`config.mk`:
```
export PLATFORM = sky130hd
export DESIGN_NAME = pq_sort_host
export DESIGN_NICKNAME = d
export VERILOG_FILES = /design/src/rtl/pq_pkg.sv /design/src/rtl/pq_sort_host.sv
export SDC_FILE = /design/constraint.sdc
export NUM_CORES = 1
export LEC_CHECK = 0
export BUFFER_PORTS_ARGS = -buffer_cell sky130_fd_sc_hd__buf_4
export CORE_UTILIZATION = 47
export CTS_CLUSTER_SIZE = 14
export DETAILED_ROUTE_END_ITERATION = 16
export PLACE_DENSITY = 0.89
export SYNTH_ARGS = -nofsm -noshare
export SYNTH_HDL_FRONTEND = slang
export SYNTH_SLANG_ARGS = --single-unit
```
`constraint.sdc`:
```
create_clock -name clk -period 3.71 [get_ports clk]
set_input_delay 0.1855 -clock clk [delete_from_list [all_inputs] [get_ports clk]]
set_output_delay 0.1855 -clock clk [all_outputs]
set_load 0.01 [all_outputs]
```
`src/rtl/pq_pkg.sv`:
```
// pq_pkg: shared priority-queue sizing and the key-value pair type
package pq_pkg;
   localparam int PQ_CAPACITY = 8;
   localparam int KEY_W = 8;
   localparam int VAL_W = 8;
   typedef struct packed {
      logic [KEY_W-1:0] key;
      logic [VAL_W-1:0] val;
   } kv_t;
endpackage

```
`src/rtl/pq_sort_host.sv`:
```
// pq_sort_host: fills an attached PQ from an input batch, then drains it in priority order
// Ports: clk/rst (sync, active-low); s_* input pair stream; m_* sorted output stream;
// pq_* command/status link to the PQ; batch_cnt items in batch; ovf/err sticky flags.
module pq_sort_host #(
   parameter int PQ_CAPACITY = pq_pkg::PQ_CAPACITY,
   parameter int CNT_W = $clog2(PQ_CAPACITY + 1)
) (
   input  logic             clk,
   input  logic             rst,
   input  logic             s_valid,
   output logic             s_ready,
   input  pq_pkg::kv_t      s_kv,
   input  logic             s_last,
   output logic             m_valid,
   input  logic             m_ready,
   output pq_pkg::kv_t      m_kv,
   output logic             m_last,
   output logic             pq_enq,
   output logic             pq_deq,
   output pq_pkg::kv_t      pq_kvi,
   input  pq_pkg::kv_t      pq_kvo,
   input  logic             pq_full,
   input  logic             pq_empty,
   input  logic             pq_busy,
   output logic [CNT_W-1:0] batch_cnt,
   output logic             ovf,
   output logic             err
);
   typedef enum logic {FILL, DRAIN} state_t;
   state_t state, state_n;
   logic [CNT_W-1:0] remaining, cnt_nx;
   logic hs, load, underrun, at_cap, done, fill_end;
   always_comb begin
      s_ready  = rst && state == FILL && !pq_full && !pq_busy;
      hs       = s_valid && s_ready;
      load     = rst && state == DRAIN && (!m_valid || m_ready) && remaining != '0 && !pq_empty && !pq_busy;
      // an empty PQ while pairs are still owed means the PQ lost items; end the batch
      underrun = state == DRAIN && remaining != '0 && pq_empty;
      cnt_nx   = batch_cnt + CNT_W'(1);
      at_cap   = cnt_nx == CNT_W'(PQ_CAPACITY);
      fill_end = hs && (s_last || at_cap);
      done     = m_valid && m_ready && m_last;
      state_n  = (state == FILL) ? (fill_end ? DRAIN : FILL) : ((underrun || done) ? FILL : DRAIN);
      pq_enq   = hs;
      pq_deq   = load;
      pq_kvi   = s_kv;
   end
   always_ff @(posedge clk) begin
      if (!rst) begin
         state     <= FILL;
         batch_cnt <= '0;
         remaining <= '0;
         m_valid   <= 1'b0;
         m_last    <= 1'b0;
         m_kv      <= '0;
         ovf       <= 1'b0;
         err       <= 1'b0;
      end else begin
         state <= state_n;
         if (hs) batch_cnt <= cnt_nx;
         if (fill_end) remaining <= cnt_nx;
         if (hs && at_cap && !s_last) ovf <= 1'b1;
         if (load) begin
            m_kv      <= pq_kvo;
            m_valid   <= 1'b1;
            m_last    <= remaining == CNT_W'(1);
            remaining <= remaining - CNT_W'(1);
         end else if (m_valid && m_ready) begin
            m_valid <= 1'b0;
            m_last  <= 1'b0;
         end
         if (underrun) begin
            err       <= 1'b1;
            remaining <= '0;
            batch_cnt <= '0;
         end
         if (done) batch_cnt <= '0;
      end
   end
endmodule

```
Yosys cells after proc, flatten, opt, wreduce, memory -nomap -nowiden
Cells that the tools add are included.

operators by class
  multiplexer cells = 8
  reductions and logical operators = 29
  add/subtract/negate cells = 2
  bitwise gates (word level) = 2
  eq/ne operators = 2

operators by type and width
  operator                                                             number
  1-bit logical AND                                                    16
  4-bit 2-to-1 mux                                                     2
  1-bit 2-to-1 mux                                                     6
  1-bit zero test                                                      5
  4-bit by 1-bit adder with 4-bit output (second input constant)       1
  4-bit by 1-bit == test with 1-bit output (second input constant)     1
  4-bit == test (second input constant)                                1
  2-bit nonzero test                                                   2
  4-bit nonzero test                                                   1
  4-bit by 1-bit subtractor with 4-bit output (second input constant)  1
  1-bit logical OR                                                     3
  3-bit OR reduction                                                   1
  1-bit NOT                                                            2
  2-bit OR reduction                                                   1

word-level totals
  logic and storage cells = 52
  input port bits = 40
  output and inout bits = 43
  flip-flop bits (word level) = 29

Longest topological paths before layout
Gate-level depths: netlist (run 1).

  depth after elaboration = 8
  mapped depth = 8
  depth with buffers taken out = 7

Least setup slack after synthesis (run 1)
Ideal clock, no wire load.

  path kind = reg-to-reg
  start = register remaining[0]
  end = register remaining[1]
  setup time = 0.126 ns
  path buffers = 1
  data required time = 3.584 ns
  arrival = 1.492 ns
  clock period less this slack = 1.618 ns
  slack = 2.092 ns
  stages on the path, launching flop included = 9
  cell sequence = dfxtp_1 > inv_1 > ha_1 > or3b_1 > nand4_1 > inv_1 > buf_2 > nand3b_1 > nand3_1

between the ends
  cells in the longest elaborated chain, start to end = 5
  elaborated cells on any way between the ends = 10
  those cells by class = add/sub (1); mux (1); reduce/logical (8)

RTL lines
  item                                                           RTL line            RTL
  start: declaration                                             pq_sort_host.sv:31  logic [CNT_W-1:0] remaining, cnt_nx;
  start signal: assignment                                       pq_sort_host.sv:61  if (fill_end) remaining <= cnt_nx;
  start signal: assignment                                       pq_sort_host.sv:67  remaining <= remaining - CNT_W'(1);
  4-bit nonzero test (*)                                         pq_sort_host.sv:36  load = rst && state == DRAIN && (!m_valid || m_ready) && remaining != '0 && !pq_empty && !pq_busy;
  1-bit logical AND (*) (3 in series)                            pq_sort_host.sv:36
  via pq_deq                                                     pq_sort_host.sv:19  output logic pq_deq,
  4-bit 2-to-1 mux / 2-bit nonzero test (equally long branches)  n/a

Mark *: on every way through the listed nets, which the timed path passes. The rest lies on a longest branch.
A chain may end at the register's enable or synchronous reset.

Worst setup path after layout (run 1)
  start = register remaining[0]
  end = output port pq_deq

between the ends
  cells in the longest elaborated chain, start to end = 4

RTL lines
  item                             RTL line
  4-bit nonzero test               pq_sort_host.sv:36
  1-bit logical AND (3 in series)  pq_sort_host.sv:36
  end: declaration                 pq_sort_host.sv:19

No other way between the ends.

==> results of run 1 <==
## kinds of logic (layout without fill, tap and decap cells)
group | count (synthesis) | count (layout) | synth area share [%]
buf+inv | 31 | 64 | 13.5
flops | 29 | 29 | 40.0
fa+ha+maj | 3 | 3 | 2.58
compound gates | 40 | 40 | 16.5
xor+xnor | 6 | 6 | 3.62
simple gates | 67 | 67 | 23.2
mux | 1 | 1 | 0.689
## registers in the layout (all words and copies together) (netlist names)
signal and flops:
m_kv 16, m_last 1, ovf 1, batch_cnt 4, state 1, err 1, m_valid 1, remaining 4
## layer usage
layer / GRT usage, % / part of all wire, % / wire length [um] / vias up
met5: 0 / 0 / 0 / -
met4: 13.6 / 1.7 / 53 / 0
met3: 5.22 / 7.1 / 218 / 7
met2: 32.9 / 50 / 1530 / 60
met1: 23.6 / 41 / 1270 / 597
li1: - / - / - / 655
## power by group through the flow
stage,Clock [mW],Sequential [mW],Combinational [mW]
final,0.187,0.314,0.0406
after floorplan,0,0.321,0.0323
after detailed placement,0,0.321,0.0406
after CTS,0.193,0.314,0.0408
after global routing,0.209,0.314,0.0442
after global placement,0,0.321,0.0407
## Yosys cell counts, drive strengths merged, types with 2 or more instances
cell	n	area share [%]
nand2	35	9.0
dfxtp	29	40
buf	23	11
a21oi	21	7.2
nand3	11	4.1
inv	6	1.6
nor2	6	1.6
a31oi	5	2.2
o21ai	4	1.4
xor2	4	2.4
ha	3	2.6
o211ai	3	1.6
a211oi	2	1.0
clkbuf	2	0.52
nand3b	2	1.0
nor2b	2	0.86
xnor2	2	1.2
## how the worst max path moves through the flow
stage | endpoint | cells after the start | startpoint | slack (ns)
after floorplan | remaining[1]$_SDFFE_PP0P_ | 8 | remaining[0]$_SDFFE_PP0P_ | 2.09
after global placement | remaining[2]$_SDFFE_PP0P_ | 7 | remaining[0]$_SDFFE_PP0P_ | 1.83
after detailed placement | remaining[2]$_SDFFE_PP0P_ | 7 | remaining[0]$_SDFFE_PP0P_ | 1.69
after CTS | pq_deq | 6 | remaining[0]$_SDFFE_PP0P_ | 1.39
after global routing | pq_deq | 6 | remaining[0]$_SDFFE_PP0P_ | 1.21
final | pq_deq | 6 | remaining[0]$_SDFFE_PP0P_ | 1.37
## worst max-delay path, delay by kind of cell, from the launching register on
kind | cells | cell delay [ns]
buf+inv | 3 | 0.84
flops | 1 | 0.45
simple gates | 2 | 0.34
fa+ha+maj | 1 | 0.22
## cell type report
| cell class | count | area (um2) |
|---|---|---|
| Tap cell | 31 | 38.8 |
| Fill cell | 259 | 1100 |
| Multi-Input combinational cell | 117 | 676 |
| Sequential cell | 29 | 581 |
| Timing Repair Buffer | 51 | 383 |
| Inverter | 6 | 22.5 |
| Clock buffer | 7 | 55.1 |
==> results.sh, run 1 <==
export IMPL_outcome="finished, violations left"
export IMPL_violations="design-rule violations"
export IMPL_synth_seq_area_share_pct=40.0
export IMPL_numCtsBuffers=5
export IMPL_synth_cell_type_count=37
export IMPL_skew_ns=0.00431
export IMPL_worstHoldPathCells=3
export IMPL_grt_overflow_total=0
export IMPL_yosys_warnings=0
export IMPL_drtAntennaViolNets=0
export IMPL_synth_cells=177
export IMPL_synth_avg_cell_area_um2=8.21
export IMPL_r2r_setup_slack_ns=1.65
export IMPL_wl_per_cell_um=12.7
export IMPL_pwr_share_clk_pct=34.5
export IMPL_drv_cap=0
export IMPL_area_delta_synth_final_pct=20.8
export IMPL_holdPathEnd="m_kv[8]$_SDFFE_PN0P_"
export IMPL_hold_viol_final=0
export IMPL_drtIter0Drc=66
export IMPL_rsz0062_at_grt="false"
export IMPL_maxSlewViolCount=0
export IMPL_port_buffers=50
export IMPL_tritoncts="yes"
export IMPL_layout_common_cells="buf_4 (51), nand2_1 (35), dfxtp_1 (29)"
export IMPL_dp_cells=234
export IMPL_p_int_mw=0.424
export IMPL_setup_ws_ns=1.37
export IMPL_power_mw=0.542
export IMPL_antenna_found_initial=0
export IMPL_routed_via_count=1319
export IMPL_reg2reg_from="remaining[0]$_SDFFE_PP0P_"
export IMPL_final_common_cell="buf_4"
export IMPL_grt_pass1_vias=1195
export IMPL_synth_edf_count=0
export IMPL_grt_pass1_wl_mm=5.01
export IMPL_wirelength_mm=3.07
export IMPL_hp_start="pq_kvo[8]"
export IMPL_ys_flop_type="dfxtp_1"
export IMPL_p_per_area_nw_per_um2=308
export IMPL_place_gp_congestion=0.768
export IMPL_dp_hpwl_mm=2.19
export IMPL_ff2ff_path_depth=7
export IMPL_ir_drop_mv=0.225
export IMPL_critical_path_peak_fanout=22
export IMPL_die_x_um=57.6
export IMPL_post_cts_resized=0
export IMPL_htree_levels=2
export IMPL_async_flop_share_pct=0
export IMPL_grt_max_degree=23
export IMPL_r2r_end="remaining[2]$_SDFFE_PP0P_"
export IMPL_antenna_cells=0
export IMPL_final_area_um2=1760
export IMPL_hold_slack_ns=0.109
export IMPL_pre_cts_ws_ns=1.69
export IMPL_sw_frac_of_total_pct=21.7
export IMPL_critPathArrivalTime_ns=2.16
export IMPL_synth_area_um2=1450
export IMPL_p_sw_mw=0.117
export IMPL_core_area_um2=2850
export IMPL_fin_cells=241
export IMPL_fin_crit_sh_pct=63.1
export IMPL_cts_sinks=29
export IMPL_grtUsageTotal_pct=20.3
export IMPL_min_period_ns=2.34
export IMPL_fin_util_pct=61.5
export IMPL_end_kind="output port"
export IMPL_power_leakage_nw=0.748
export IMPL_slew_headroom_pct=55.6
export IMPL_seqPwrFrac_pct=58.0
export IMPL_floorplan_initialDensity_pct=50.9
export IMPL_drcViolationCount=6
export IMPL_cp_slowest_cell="inv_1"
export IMPL_start_kind="register"
export IMPL_clk_latency_ns=0.31
export IMPL_setup_viol=0
export IMPL_dieHeight_um=57.6
export IMPL_root_buffer="clkbuf_4"
export IMPL_tns_ns=0
export IMPL_via_per_inst=5.47
export IMPL_fmax_mhz=427
export IMPL_crit_type="reg -> out"
export IMPL_synth_seq_cells=29
export IMPL_critPathRequiredTime_ns=3.52
export IMPL_path_cells="inv_1, ha_1, or3b_1, nand4_1, inv_1, buf_4"
export IMPL_tightest_slew_ns=0.665
export IMPL_comb_power_share_pct=7.5
export IMPL_max_stage_delay_ns=0.53
export IMPL_die_area_um2=3320
export IMPL_io_pin_count=83
export IMPL_rows=19
export IMPL_drive_above_1_share_pct=30.5
export IMPL_place_area_um2=1700
export IMPL_hold_buffers=0
export IMPL_crit_top_cell="inv_1"
export IMPL_synth_net_count=220
export IMPL_clk_pin_slew_ns=0.08
export IMPL_min_path_type="in -> reg"
export IMPL_nets=253
export IMPL_postCtsSetupBuffers=0
export IMPL_cts_buffer_depth=2
export IMPL_dr_pass1_iters=10
(Power assumes the default switching activity.)
==> run 2, diff against run 1 <==
--- a/config.mk
+++ b/config.mk
@@ -6,10 +6,10 @@
 export NUM_CORES = 1
 export LEC_CHECK = 0
 export BUFFER_PORTS_ARGS = -buffer_cell sky130_fd_sc_hd__buf_4
-export CORE_UTILIZATION = 47
+export CORE_UTILIZATION = 43
 export CTS_CLUSTER_SIZE = 14
 export DETAILED_ROUTE_END_ITERATION = 16
-export PLACE_DENSITY = 0.89
+export PLACE_DENSITY = 0.83
 export SYNTH_ARGS = -nofsm -noshare
 export SYNTH_HDL_FRONTEND = slang
 export SYNTH_SLANG_ARGS = --single-unit
==> constraint.sdc (replaced) <==
create_clock -name clk -period 2.2 [get_ports clk]
set_input_delay 0.11 -clock clk [delete_from_list [all_inputs] [get_ports clk]]
set_output_delay 0.11 -clock clk [all_outputs]
set_load 0.01 [all_outputs]
==> run 2 against run 1 <==
  * The flow now finishes without violations
  * Critical path type unchanged
  * Clock skew rose by 0.0048 ns
  * Global-route usage fell by 1.6 points
  * Largest cell class unchanged
  * Hold slack got worse by 0.082 ns
  * Critical endpoint unchanged
  * Clock-buffer cell count did not move
  * Setup slack got worse by 1.3 ns
  * Largest power group unchanged
==> results.sh, run 2 (same netlist as run 1, synthesis figures left out) <==
export IMPL_max_stage_delay_ns=0.40
export IMPL_critPathArrivalTime_ns=2.00
export IMPL_ir_drop_mv=0.326
export IMPL_place_gp_congestion=0.829
export IMPL_setup_worst_path_start="remaining[0]$_SDFFE_PP0P_"
export IMPL_skew_ns=0.00910
export IMPL_grt_pass1_wl_mm=4.89
export IMPL_worstPathBufferInverterCount=3
export IMPL_power_leakage_nw=0.759
export IMPL_p_per_area_nw_per_um2=511
export IMPL_tns_ns=0
export IMPL_clk_pin_slew_ns=0.09
export IMPL_via_per_inst=5.07
export IMPL_hold_buffers=0
export IMPL_floorplan_initialDensity_pct=46.4
export IMPL_crit_cells=6
export IMPL_cp_slowest_cell="or3b_1"
export IMPL_clk_latency_ns=0.33
export IMPL_wl_per_cell_um=12.8
export IMPL_path_cells="inv_1, ha_1, or3b_1, nand4_1, clkinvlp_4, buf_4"
export IMPL_fin_crit_sh_pct=95.7
export IMPL_io_pin_count=83
export IMPL_dp_hpwl_mm=2.25
export IMPL_setup_viol=0
export IMPL_cts_sinks=29
export IMPL_pre_cts_ws_ns=0.235
export IMPL_drive_above_1_share_pct=32.6
export IMPL_slew_headroom_pct=66.4
export IMPL_outcome="completed"
export IMPL_die_x_um=60.1
export IMPL_antenna_found_initial=0
export IMPL_ff2ff_path_depth=8
export IMPL_antenna_cells=0
export IMPL_regMostFlops="m_kv"
export IMPL_wirelength_mm=3.32
export IMPL_end_kind="output port"
export IMPL_rows=20
export IMPL_fin_cells=259
export IMPL_r2r_end="remaining[0]$_SDFFE_PP0P_"
export IMPL_numCtsBuffers=5
export IMPL_dieHeight_um=60.1
export IMPL_reg2reg_from="remaining[0]$_SDFFE_PP0P_"
export IMPL_largest_reg_flops=16
export IMPL_dp_cells=248
export IMPL_critical_path_peak_fanout=8
export IMPL_cts_buffer_depth=2
export IMPL_tritoncts="yes"
export IMPL_min_path_type="in -> reg"
export IMPL_drtAntennaViolNets=0
export IMPL_hp_start="pq_kvo[11]"
export IMPL_core_area_um2=3130
export IMPL_nets=258
export IMPL_drv_cap=0
export IMPL_grtUsageTotal_pct=18.7
export IMPL_drcViolationCount=0
export IMPL_htree_levels=2
export IMPL_die_area_um2=3610
export IMPL_grt_max_degree=23
export IMPL_root_buffer="clkbuf_4"
export IMPL_start_kind="register"
export IMPL_r2r_setup_slack_ns=0.10
export IMPL_critPathRequiredTime_ns=2.09
export IMPL_setup_ws_ns=0.0943
export IMPL_final_common_cell="buf_4"
export IMPL_fin_util_pct=57.9
export IMPL_critPathCapture="pq_deq"
export IMPL_path_delay_family="simple AND/OR/NAND/NOR gates"
export IMPL_routed_via_count=1313
export IMPL_power_mw=0.925
export IMPL_rsz0062_at_grt="true"
export IMPL_grt_pass1_vias=1054
export IMPL_maxSlewViolCount=0
export IMPL_crit_type="reg -> out"
export IMPL_min_period_ns=2.11
export IMPL_tightest_slew_ns=0.499
export IMPL_fmax_mhz=475
export IMPL_grt_overflow_total=0
export IMPL_reg_top3="m_kv: 16 flops, batch_cnt: 4 flops, remaining: 4 flops"
export IMPL_port_buffers=50
export IMPL_area_delta_synth_final_pct=24.6
export IMPL_dr_pass1_iters=4
export IMPL_drtIter0Drc=65
export IMPL_layout_common_cells="buf_4 (55), nand2_1 (35), dfxtp_1 (29)"
export IMPL_hold_viol_final=0
run 2: cell type report:
| type | instances | area (um2) |
|---|---|---|
| Clock buffer | 7 | 55.1 |
| Fill cell | 300 | 1320 |
| Inverter | 6 | 26.3 |
| Multi-Input combinational cell | 117 | 676 |
| Sequential cell | 29 | 581 |
| Tap cell | 44 | 55.1 |
| Timing Repair Buffer | 55 | 413 |
| Timing Repair inverter | 1 | 5.00 |
run 2: repair_timing:
action,in CTS,in global routing
setup buffers,0,3
gates resized for setup,0,1
setup endpoints to repair,0,4
run 2: power by group:
group          leakage (nW)  switching, mW  internal [mW]  total [mW]
combinational         0.494         0.0319         0.0397      0.0716
sequential            0.234        0.00310          0.526       0.529
clock                0.0314          0.173          0.151       0.324
total                 0.759          0.208          0.716       0.925
run 2: worst register-to-register path: cells and delay by family (launching register included):
family | cells | cell delay, ns
buffers and inverters | 3 | 0.49
AO/OA/AOI/OAI | 2 | 0.32
flip-flops | 1 | 0.38
AND/OR/NAND/NOR | 2 | 0.63
adder cells (fa/ha/maj) | 1 | 0.18
run 2: worst min path at each step:
stage                     cells after the start                     to  slack, ns
after floorplan                               2   m_kv[0]$_SDFFE_PN0P_       0.25
after global placement                        0              pq_kvi[2]       0.22
after detailed placement                      0              pq_kvi[2]       0.22
after CTS                                     3  m_kv[11]$_SDFFE_PN0P_       0.01
after global routing                          3   m_kv[7]$_SDFFE_PN0P_       0.01
final                                         3  m_kv[11]$_SDFFE_PN0P_       0.03
run 2: metal layers:
metal | global-route usage (%) | routed length [um] | vias up
li1 | - | - | 664
met1 | 24.8 | 1550 | 592
met2 | 27.2 | 1490 | 50
met3 | 5.19 | 221 | 7
met4 | 9.97 | 59 | 0
met5 | 0 | 0 | -
run 2: through the flow:
stage               cell area [um2]  hold slack [ns]
CTS                            1780           0.0147
global placement               1720            0.220
global route                   1810           0.0126
floorplan                      1450            0.246
detailed placement             1720            0.220
finish                         1810           0.0278
